## config.mk

```make
export PLATFORM = sky130hd
export DESIGN_NAME = sha1_round_ctrl
export DESIGN_NICKNAME = d
export VERILOG_FILES = /design/src/rtl/sha1_pkg.sv /design/src/rtl/sha1_round_dec.sv /design/src/rtl/sha1_round_ctrl.sv
export SDC_FILE = /design/constraint.sdc
export NUM_CORES = 1
export LEC_CHECK = 0
export ABC_CLOCK_PERIOD_IN_PS = 1700
export CORE_ASPECT_RATIO = 1.1
export CORE_MARGIN = 2
export CORE_UTILIZATION = 30
export CTS_CLUSTER_SIZE = 10
export DETAILED_ROUTE_END_ITERATION = 12
export PLACE_DENSITY_LB_ADDON = 0.12
export SYNTH_ARGS = -nofsm -noshare
export SYNTH_HDL_FRONTEND = slang
export SYNTH_SLANG_ARGS = --single-unit
export TNS_END_PERCENT = 100
```

## constraint.sdc

```tcl
create_clock -name clk -period 1.7 [get_ports clk]
set_input_delay 0.17 -clock clk [delete_from_list [all_inputs] [get_ports clk]]
set_output_delay 0.17 -clock clk [all_outputs]
set_load 0.02 [all_outputs]
```

## src/rtl/sha1_pkg.sv

```systemverilog
// sha1_pkg: SHA-1 round constants, IV words, controller state and f_sel encodings shared with the datapath
package sha1_pkg;
  localparam logic [31:0] K0 = 32'h5A827999;
  localparam logic [31:0] K1 = 32'h6ED9EBA1;
  localparam logic [31:0] K2 = 32'h8F1BBCDC;
  localparam logic [31:0] K3 = 32'hCA62C1D6;
  localparam logic [31:0] H0 = 32'h67452301;
  localparam logic [31:0] H1 = 32'hEFCDAB89;
  localparam logic [31:0] H2 = 32'h98BADCFE;
  localparam logic [31:0] H3 = 32'h10325476;
  localparam logic [31:0] H4 = 32'hC3D2E1F0;
  typedef enum logic [2:0] {
    IDLE   = 3'd0,
    LOAD   = 3'd1,
    ROUND  = 3'd2,
    UPDATE = 3'd3,
    DONE   = 3'd4
  } state_t;
  typedef enum logic [1:0] {
    CH  = 2'd0,
    PAR = 2'd1,
    MAJ = 2'd2
  } fsel_t;
endpackage

```

## src/rtl/sha1_round_dec.sv

```systemverilog
// sha1_round_dec: round index t -> schedule select w_sel, boolean function select f_sel, round constant k
module sha1_round_dec import sha1_pkg::*; #(
  parameter int CW = 7
) (
  input  logic [CW-1:0] t,
  output logic          w_sel,
  output logic [1:0]    f_sel,
  output logic [31:0]   k
);
  logic [31:0] n;
  always_comb begin
    n = 32'(t);
    w_sel = n >= 32'd16;
    f_sel = n < 32'd20 ? CH : n < 32'd40 ? PAR : n < 32'd60 ? MAJ : PAR;
    k = n < 32'd20 ? K0 : n < 32'd40 ? K1 : n < 32'd60 ? K2 : K3;
  end
endmodule

```

## src/rtl/sha1_round_ctrl.sv

```systemverilog
// sha1_round_ctrl: SHA-1 block sequencer (blk handshake in, load/round/update strobes and decodes out, digest handshake)
module sha1_round_ctrl import sha1_pkg::*; #(
  parameter int ROUNDS = 80,
  parameter int CW = 7
) (
  input  logic          clk,
  input  logic          r_n,
  input  logic          blk_valid,
  input  logic          blk_first,
  input  logic          blk_last,
  output logic          blk_ready,
  output logic          h_init,
  output logic          ld_blk,
  output logic          round_en,
  output logic [CW-1:0] t,
  output logic          w_sel,
  output logic [1:0]    f_sel,
  output logic [31:0]   k,
  output logic          h_upd,
  output logic          dig_valid,
  input  logic          dig_ready
);
  state_t state, state_nx;
  logic [CW-1:0] t_nx;
  logic first_q, last_q, first_nx, last_nx, armed, dw;
  logic [1:0] df;
  logic [31:0] dk;
  sha1_round_dec #(.CW(CW)) u_dec (.t(t), .w_sel(dw), .f_sel(df), .k(dk));
  always_ff @(posedge clk or negedge r_n)
    if (!r_n) begin
      state <= IDLE;
      t <= '0;
      first_q <= 1'b0;
      last_q <= 1'b0;
      armed <= 1'b0;
    end else begin
      state <= state_nx;
      t <= t_nx;
      first_q <= first_nx;
      last_q <= last_nx;
      armed <= 1'b1;
    end
  always_comb begin
    state_nx = state;
    t_nx = t;
    first_nx = first_q;
    last_nx = last_q;
    case (state)
      IDLE: if (blk_valid && blk_ready) begin
        state_nx = LOAD;
        first_nx = blk_first;
        last_nx = blk_last;
      end
      LOAD: begin
        state_nx = ROUND;
        t_nx = '0;
      end
      ROUND: begin
        state_nx = t == CW'(ROUNDS - 1) ? UPDATE : ROUND;
        t_nx = t == CW'(ROUNDS - 1) ? '0 : t + 1'b1;
      end
      UPDATE: state_nx = last_q ? DONE : IDLE;
      DONE: state_nx = dig_ready ? IDLE : DONE;
      default: state_nx = IDLE;
    endcase
  end
  always_comb begin
    blk_ready = state == IDLE && armed;
    h_init = state == LOAD && first_q;
    ld_blk = state == LOAD;
    round_en = state == ROUND;
    h_upd = state == UPDATE;
    dig_valid = state == DONE;
    w_sel = round_en && dw;
    f_sel = round_en ? df : 2'd0;
    k = round_en ? dk : 32'd0;
  end
endmodule

```

==> results.py, run 1 <==
metrics = {
    "clocking": {
        "clock_latency_ps": 280,
        "clock-sinks": 13,
        "cts_buffer_depth": 2,
        "cts_tree": "done",
        "cts-hold-fix-buffers": 0,
        "ctsHtreeMaxLevel": 1,
        "clkTransAtPathRegs_ps": 80,
        "cts-root-buf": "clkbuf_4",
        "cts_buffers": 3,
    },
    "place": {
        "pre_cts_ws_ps": -360,
        "placed_area_um2": 1640,
        "place.gp.congestion": 0.775,
        "hpwl_mm": 2.07,
        "placement.io_buffers": 52,
    },
    "worst_setup_path": {
        "arrival_ps": 1680,
        "crit_path_start_kind": "flop",
        "ff2ff_path_depth": 5,
        "crit_family": "simple AND/OR/NAND/NOR gates",
        "slowest_delay_ps": 430,
        "critPathKind": "flop to primary output",
        "r2r_slack_ps": 70,
        "worstSetupEndpointType": "primary output",
        "crit_fanout": 4,
        "path_cells": "or3b_4, inv_8, nand2b_4, a21oi_4, and2_4, buf_4",
        "regToRegStartpoint": "state[2]",
        "slowest_stage": "or3b_4",
        "crit_required_ps": 1530,
        "regToRegEndpoint": "t[5]",
        "path_buf_inv": 2,
    },
    "pwr": {
        "power.density_nw_per_um2": 310,
        "p_leak_nw": 0.780,
        "ir_drop_mv": 0.336,
        "fin_total_pwr_mw": 0.526,
    },
    "synthesis": {
        "synthesis.area_um2": 1020,
        "synth_fa_ha_area_frac": 0.0245,
        "synthTopCellsByArea": "dfrtp_1 (32%), buf_4 (15%), nor2_1 (5.9%)",
        "ys_ff_latch": 13,
        "syn_nets": 132,
        "synth_top_cell_by_area": "dfrtp_1",
        "synth-simple-area-share": 0.239,
        "yosysWarnings": 0,
        "ys_seq_area_frac": 0.319,
        "synth_compound_area_frac": 0.151,
        "synth_top_family_by_area": "simple AND/OR/NAND/NOR gates",
        "synth_top_area_frac": 0.319,
        "avgSynthCellArea_um2": 8.22,
        "synth_xor_area_frac": 0.00859,
        "ys_types": 38,
        "synthMuxAreaShare": 0.0429,
        "syn_inst": 124,
    },
    "global_routing": {
        "grt_max_degree": 14,
        "grt-ovfl-total": 0,
        "groute.usage.overall": 0.142,
        "first_global_vias": 981,
        "grt_pass1_wl_mm": 4.30,
        "antenna_found_initial": 0,
    },
    "floorplanning": {
        "die-area_um2": 3880,
        "initial_core_util": 0.309,
        "io-pin-count": 54,
        "core_area_um2": 3300,
        "rows": 22,
        "dieHeight_um": 65.1,
        "die_w_um": 59.6,
    },
    "cells_and_area": {
        "syn2layout_area_growth_pct": 66.4,
        "finalNetCount": 186,
        "postLayoutCellArea_um2": 1700,
        "fin_util": 0.514,
        "num_antenna_cells": 0,
        "drive_gt1_frac": 0.537,
    },
    "sta": {
        "maxSlewViolCount": 0,
        "tightest_slew_ps": 577,
        "relSlewSlack": 0.614,
        "grt_setup_unrepaired": "true",
        "finalCriticalPeriod_ps": 1850,
        "clock_skew_ps": 1.67,
        "fmax_mhz": 542,
        "setup_viol": 31,
        "hold_viol_final": 0,
        "fin_crit_sh": 1.09,
        "worst_slack_ps": -147,
    },
    "routing": {
        "ant_nets": 0,
        "wl_per_cell_um": 12.4,
        "via_per_inst": 4.79,
        "vias": 1021,
        "route.detailed.drc": 0,
        "dr.pass1.iters": 3,
        "drt-total-wl_mm": 2.63,
        "drt_iter0_drc": 14,
    },
    "status": {
        "violations": "negative setup slack",
        "status": "complete, but fails checks",
    },
    "min_path": {
        "hp-class": "input port to async pin",
    },
    "flow_run": {
        "maxCapViolCount": 0,
    },
}
==> flip-flops by register name, summed over array words and instances (netlist names) <==
name / flops
last_q: 1
armed: 1
t: 7
first_q: 1
state: 3
==> cell families (layout without fill, tap and decap cells) <==
logic type,Yosys count,after routing
fa+ha+maj,2,2
buf+inv,33,86
mux,4,4
flops,13,13
compound gates,22,22
xor+xnor,1,1
other cells,2,2
simple gates,47,47
==> synth_stat cells <==
library cell and instances:
or3b_1 1, inv_1 5, a41oi_1 1, o21a_1 2, a211oi_1 1, a21oi_2 1, nor2_1 16, a21oi_1 3
buf_6 1, a22o_1 2, nand3b_1 2, inv_2 1, and2_1 3, a22oi_1 1, clkbuf_1 4, nor3b_1 2
nor3_1 2, or2_2 1, dfrtp_1 13, nor4b_1 1, nand4_1 2, and3_2 1, conb_1 2, buf_4 21
and3_1 1, ha_1 2, xor2_1 1, mux2_2 3, nand3_1 2, nand2_1 9, nand2b_1 2, mux2i_1 1
and3b_2 1, nand2b_2 1, o21ai_0 8, a31oi_4 1, buf_2 1, a31oi_1 2
==> through the flow <==
step           hold slack, ps  TNS, ps  instances
3_5_place_dp              494    -9910        208
2_1_floorplan            -126     -922        124
3_3_place_gp              486    -9410        208
4_1_cts                   271    -2880        213
5_1_grt                   284    -4610        213
6_report                  248    -2500        213
==> routing by layer <==
layer | GRT usage | routed length, um | vias to the layer above
met5 | 0 | 0 | -
met4 | 0.0333 | 25 | 0
met3 | 0.0157 | 147 | 2
met2 | 0.264 | 1370 | 34
met1 | 0.171 | 1090 | 488
li1 | - | - | 497
==> repair_timing <==
action / in CTS / in global routing
buffers inserted: 1 / 0
gates cloned: 0 / 0
endpoints found under the setup margin: 40 / 39
pin swaps: 2 / 0
resized for setup: 199 / 22
==> worst register-to-register path: cells and delay by family (launching register included) <==
family / cells / cell delay, ps
AO/OA/AOI/OAI: 3 / 530
flip-flops: 1 / 380
AND/OR/NAND/NOR: 1 / 430
buffers and inverters: 1 / 210
==> placed cells by master (no fill, tap or decap), drive strengths merged, types with 4 or more instances in the layout <==
cell type,count
inv,6
nor2,16
nand2,9
buf,60
clkdlybuf4s50,12
dfrtp,13
a21oi,4
clkbuf,4
o21ai,8
==> final cells by class <==
type / instances / area [um^2]
Timing Repair Buffer: 76 / 677
Clock buffer: 3 / 22.5
Clock inverter: 1 / 5.00
Inverter: 6 / 30.0
Sequential cell: 13 / 328
Tap cell: 36 / 45.0
Multi-Input combinational cell: 78 / 589
Fill cell: 330 / 1610
==> how the worst max path moves through the flow <==
stage / startpoint / end / slack [ps] / cells past startpoint
2_1_floorplan: state[2] / k[19] / -220 / 7
3_3_place_gp: state[2] / k[16] / -320 / 6
3_5_place_dp: state[2] / k[20] / -360 / 6
4_1_cts: state[2] / k[11] / -140 / 7
5_1_grt: state[2] / k[13] / -210 / 7
6_report: state[2] / k[26] / -150 / 6
==> power by group <==
group / switching, mW / total (mW) / internal [mW]
clock network: 0.109 / 0.196 / 0.0875
logic: 0.00915 / 0.0197 / 0.0106
registers: 0.000225 / 0.310 / 0.310
Power figures use the tool's default switching activity.
==> run 2: changes to the inputs <==
--- a/config.mk
+++ b/config.mk
@@ -5,10 +5,11 @@
 export SDC_FILE = /design/constraint.sdc
 export NUM_CORES = 1
 export LEC_CHECK = 0
+export ABC_AREA = 1
 export ABC_CLOCK_PERIOD_IN_PS = 1700
 export CORE_ASPECT_RATIO = 1.1
 export CORE_MARGIN = 2
-export CORE_UTILIZATION = 30
+export CORE_UTILIZATION = 35
 export CTS_CLUSTER_SIZE = 10
 export DETAILED_ROUTE_END_ITERATION = 12
 export PLACE_DENSITY_LB_ADDON = 0.12
==> results.py, run 2 <==
metrics = {
    "floorplanning": {
        "die_w_um": 55.6,
        "io-pin-count": 54,
        "initial_core_util": 0.368,
        "die-area_um2": 3370,
        "rows": 20,
        "dieHeight_um": 60.7,
        "core_area_um2": 2780,
    },
    "worst_setup_path": {
        "slowest_stage": "dfrtp_1",
        "r2r_slack_ps": 320,
        "slowest_delay_ps": 400,
        "crit_start": "t[5]",
        "endpoint": "k[15]",
        "arrival_ps": 1520,
        "worstSetupEndpointType": "primary output",
        "regToRegStartpoint": "t[0]",
        "path_buf_inv": 3,
        "crit_path_start_kind": "flop",
        "crit_required_ps": 1530,
        "path_cells": "buf_4, nor2_2, o211ai_4, nand2_4, inv_1, clkdlybuf4s15_2",
        "critPathKind": "flop to primary output",
        "crit_fanout": 4,
        "path_depth": 6,
        "crit_family": "buffers and inverters",
        "regToRegEndpoint": "t[6]",
        "ff2ff_path_depth": 4,
    },
    "sta": {
        "clock_skew_ps": 3.02,
        "relSlewSlack": 0.618,
        "grt_setup_unrepaired": "true",
        "timing.setup.tns_ps": 0,
        "fin_crit_sh": 0.993,
        "finalCriticalPeriod_ps": 1690,
        "maxSlewViolCount": 0,
        "fmax_mhz": 592,
        "tightest_slew_ps": 571,
        "hold_viol_final": 0,
        "setup_viol": 0,
    },
    "place": {
        "placed_area_um2": 1560,
        "place.gp.congestion": 0.876,
        "hpwl_mm": 1.97,
        "placement.io_buffers": 52,
        "dp.cells": 220,
    },
    "synthesis": {
        "ys_ff_latch": 13,
        "synth.most_common_cell": "nand2_1",
        "syn_inst": 139,
        "async_flop_share": 1.00,
        "yosys-top-cells-count": "nand2_1 (24), buf_4 (21), inv_1 (19)",
        "synthTopCellsByArea": "dfrtp_1 (32%), buf_4 (15%), nand2_1 (8.8%)",
        "synthFlopType": "dfrtp_1",
        "synthesis.area_um2": 1020,
        "ys_seq_area_frac": 0.318,
        "synth-edff-count": 0,
        "avgSynthCellArea_um2": 7.36,
        "synth_top_area_frac": 0.318,
        "yosysWarnings": 0,
        "ys_types": 25,
        "syn_nets": 147,
        "synth_top_cell_by_area": "dfrtp_1",
    },
    "cells_and_area": {
        "layout_commonest_cell": "buf_4",
        "drive_gt1_frac": 0.448,
        "finalNetCount": 203,
        "num-fill-cells": 292,
        "largest_reg_flops": 7,
        "top_regs": "t (7), state (3)",
        "finalNonFillerCells": 227,
        "syn2layout_area_growth_pct": 53.1,
        "postLayoutCellArea_um2": 1570,
        "num_antenna_cells": 0,
        "final_cell_mix": "buf_4 (31), nand2_1 (23), inv_1 (19)",
        "largest_register": "t",
    },
    "clocking": {
        "ctsHtreeMaxLevel": 1,
        "cts_tree": "done",
        "clock_latency_ps": 280,
        "cts-hold-fix-buffers": 0,
        "cts_buffer_depth": 2,
        "clkTransAtPathRegs_ps": 80,
        "cts_buffers": 3,
        "clock-sinks": 13,
        "cts-root-buf": "clkbuf_4",
    },
    "status": {
        "status": "completed",
    },
    "pwr": {
        "ir_drop_mv": 0.876,
        "fin_total_pwr_mw": 2.20,
        "power.density_nw_per_um2": 1400,
        "p_leak_nw": 0.881,
    },
    "global_routing": {
        "grt_use_met1": 0.177,
        "grt_pass1_wl_mm": 4.19,
        "first_global_vias": 984,
        "grt.busiest_layer": "met2",
        "met2_usage": 0.287,
        "grt-ovfl-total": 0,
        "groute.usage.overall": 0.157,
        "grt_util_met3": 0.0341,
        "grt_max_degree": 14,
        "antenna_found_initial": 0,
    },
    "routing": {
        "via_per_inst": 4.55,
        "ant_nets": 0,
        "dr.pass1.iters": 4,
        "drt-total-wl_mm": 2.47,
        "drt_iter0_drc": 16,
        "route.detailed.drc": 0,
        "wl_per_cell_um": 10.9,
        "vias": 1032,
    },
    "flow_run": {
        "maxCapViolCount": 0,
    },
    "min_path": {
        "hp-class": "input port to async pin",
    },
}
-- run 2: cell count changes after synthesis, sizes merged, moves of 4 or more --
cell    previous run  this run
clkbuf             4         0
inv                6        23
nand2              9        27
nand3              2        12
-- run 2: how the worst min path moves through the flow --
stage	depth (start not counted)	from	end
floorplan	0	r_n	armed
global placement	2	first_q	first_q
detailed placement	2	last_q	last_q
CTS	1	r_n	first_q
global route	1	r_n	first_q
finish	1	r_n	first_q
-- run 2: logic make-up (layout without fill, tap and decap cells) --
kind of cell,count (synthesis),after routing,synth area share
xor+xnor,1,1,0.00856
compound gates,18,18,0.133
other cells,2,2,0.00734
flops,13,13,0.318
buf+inv,45,100,0.243
simple gates,58,58,0.265
fa+ha+maj,2,2,0.0244
-- run 2: worst reg2reg max path: stages, from the launching register on --
cell and delay [ps]:
dfrtp_1 460, ha_1 240, nand3_2 170, o21ai_4 300
o21bai_2 100
-- run 2: area by class of cell --
| class | count | area [um^2] | area share |
|---|---|---|---|
| flip-flops and latches | 13 | 327 | 0.208 |
| well taps | 33 | 41.3 | 0.0264 |
| inverters | 23 | 86.3 | 0.0551 |
| clock buffers | 3 | 22.5 | 0.0144 |
| clock inverters | 1 | 5.00 | 0.00319 |
| multi-input cells | 81 | 523 | 0.334 |
| repair buffers | 73 | 562 | 0.359 |
-- run 2: through the flow --
stage / utilization / setup WS [ps] / hold WS, ps
final: 0.564 / 12.0 / 246
after CTS: 0.543 / -13.7 / 262
after floorplan: - / -47.6 / -126
after global routing: 0.564 / -68.3 / 279
after detailed placement: 0.563 / -133 / 479
after global placement: 0.563 / -63.1 / 465
-- run 2: what timing repair did --
action                     4_1_cts  5_1_grt
setup buffers                    2        1
setup endpoints to repair       40       33
gates resized for setup        109       52
pin swaps                        1        5
-- run 2: where the power goes --
part           switching (mW)  internal, mW
logic                   0.919         0.604
registers              0.0855         0.397
clock network           0.105        0.0875
-- run 2: layer usage --
layer,wire length [um],vias to the layer above
li1,-,518
met1,1000,474
met2,1240,35
met3,172,5
met4,49,0
met5,0,-
==> run 3: changes to the inputs <==
--- a/config.mk
+++ b/config.mk
@@ -13,6 +13,7 @@
 export CTS_CLUSTER_SIZE = 10
 export DETAILED_ROUTE_END_ITERATION = 12
 export PLACE_DENSITY_LB_ADDON = 0.12
+export SLEW_MARGIN = 5
 export SYNTH_ARGS = -nofsm -noshare
 export SYNTH_HDL_FRONTEND = slang
 export SYNTH_SLANG_ARGS = --single-unit
==> results of run 3 <==
Final layout, timing and power as in run 2 (identical DEF).
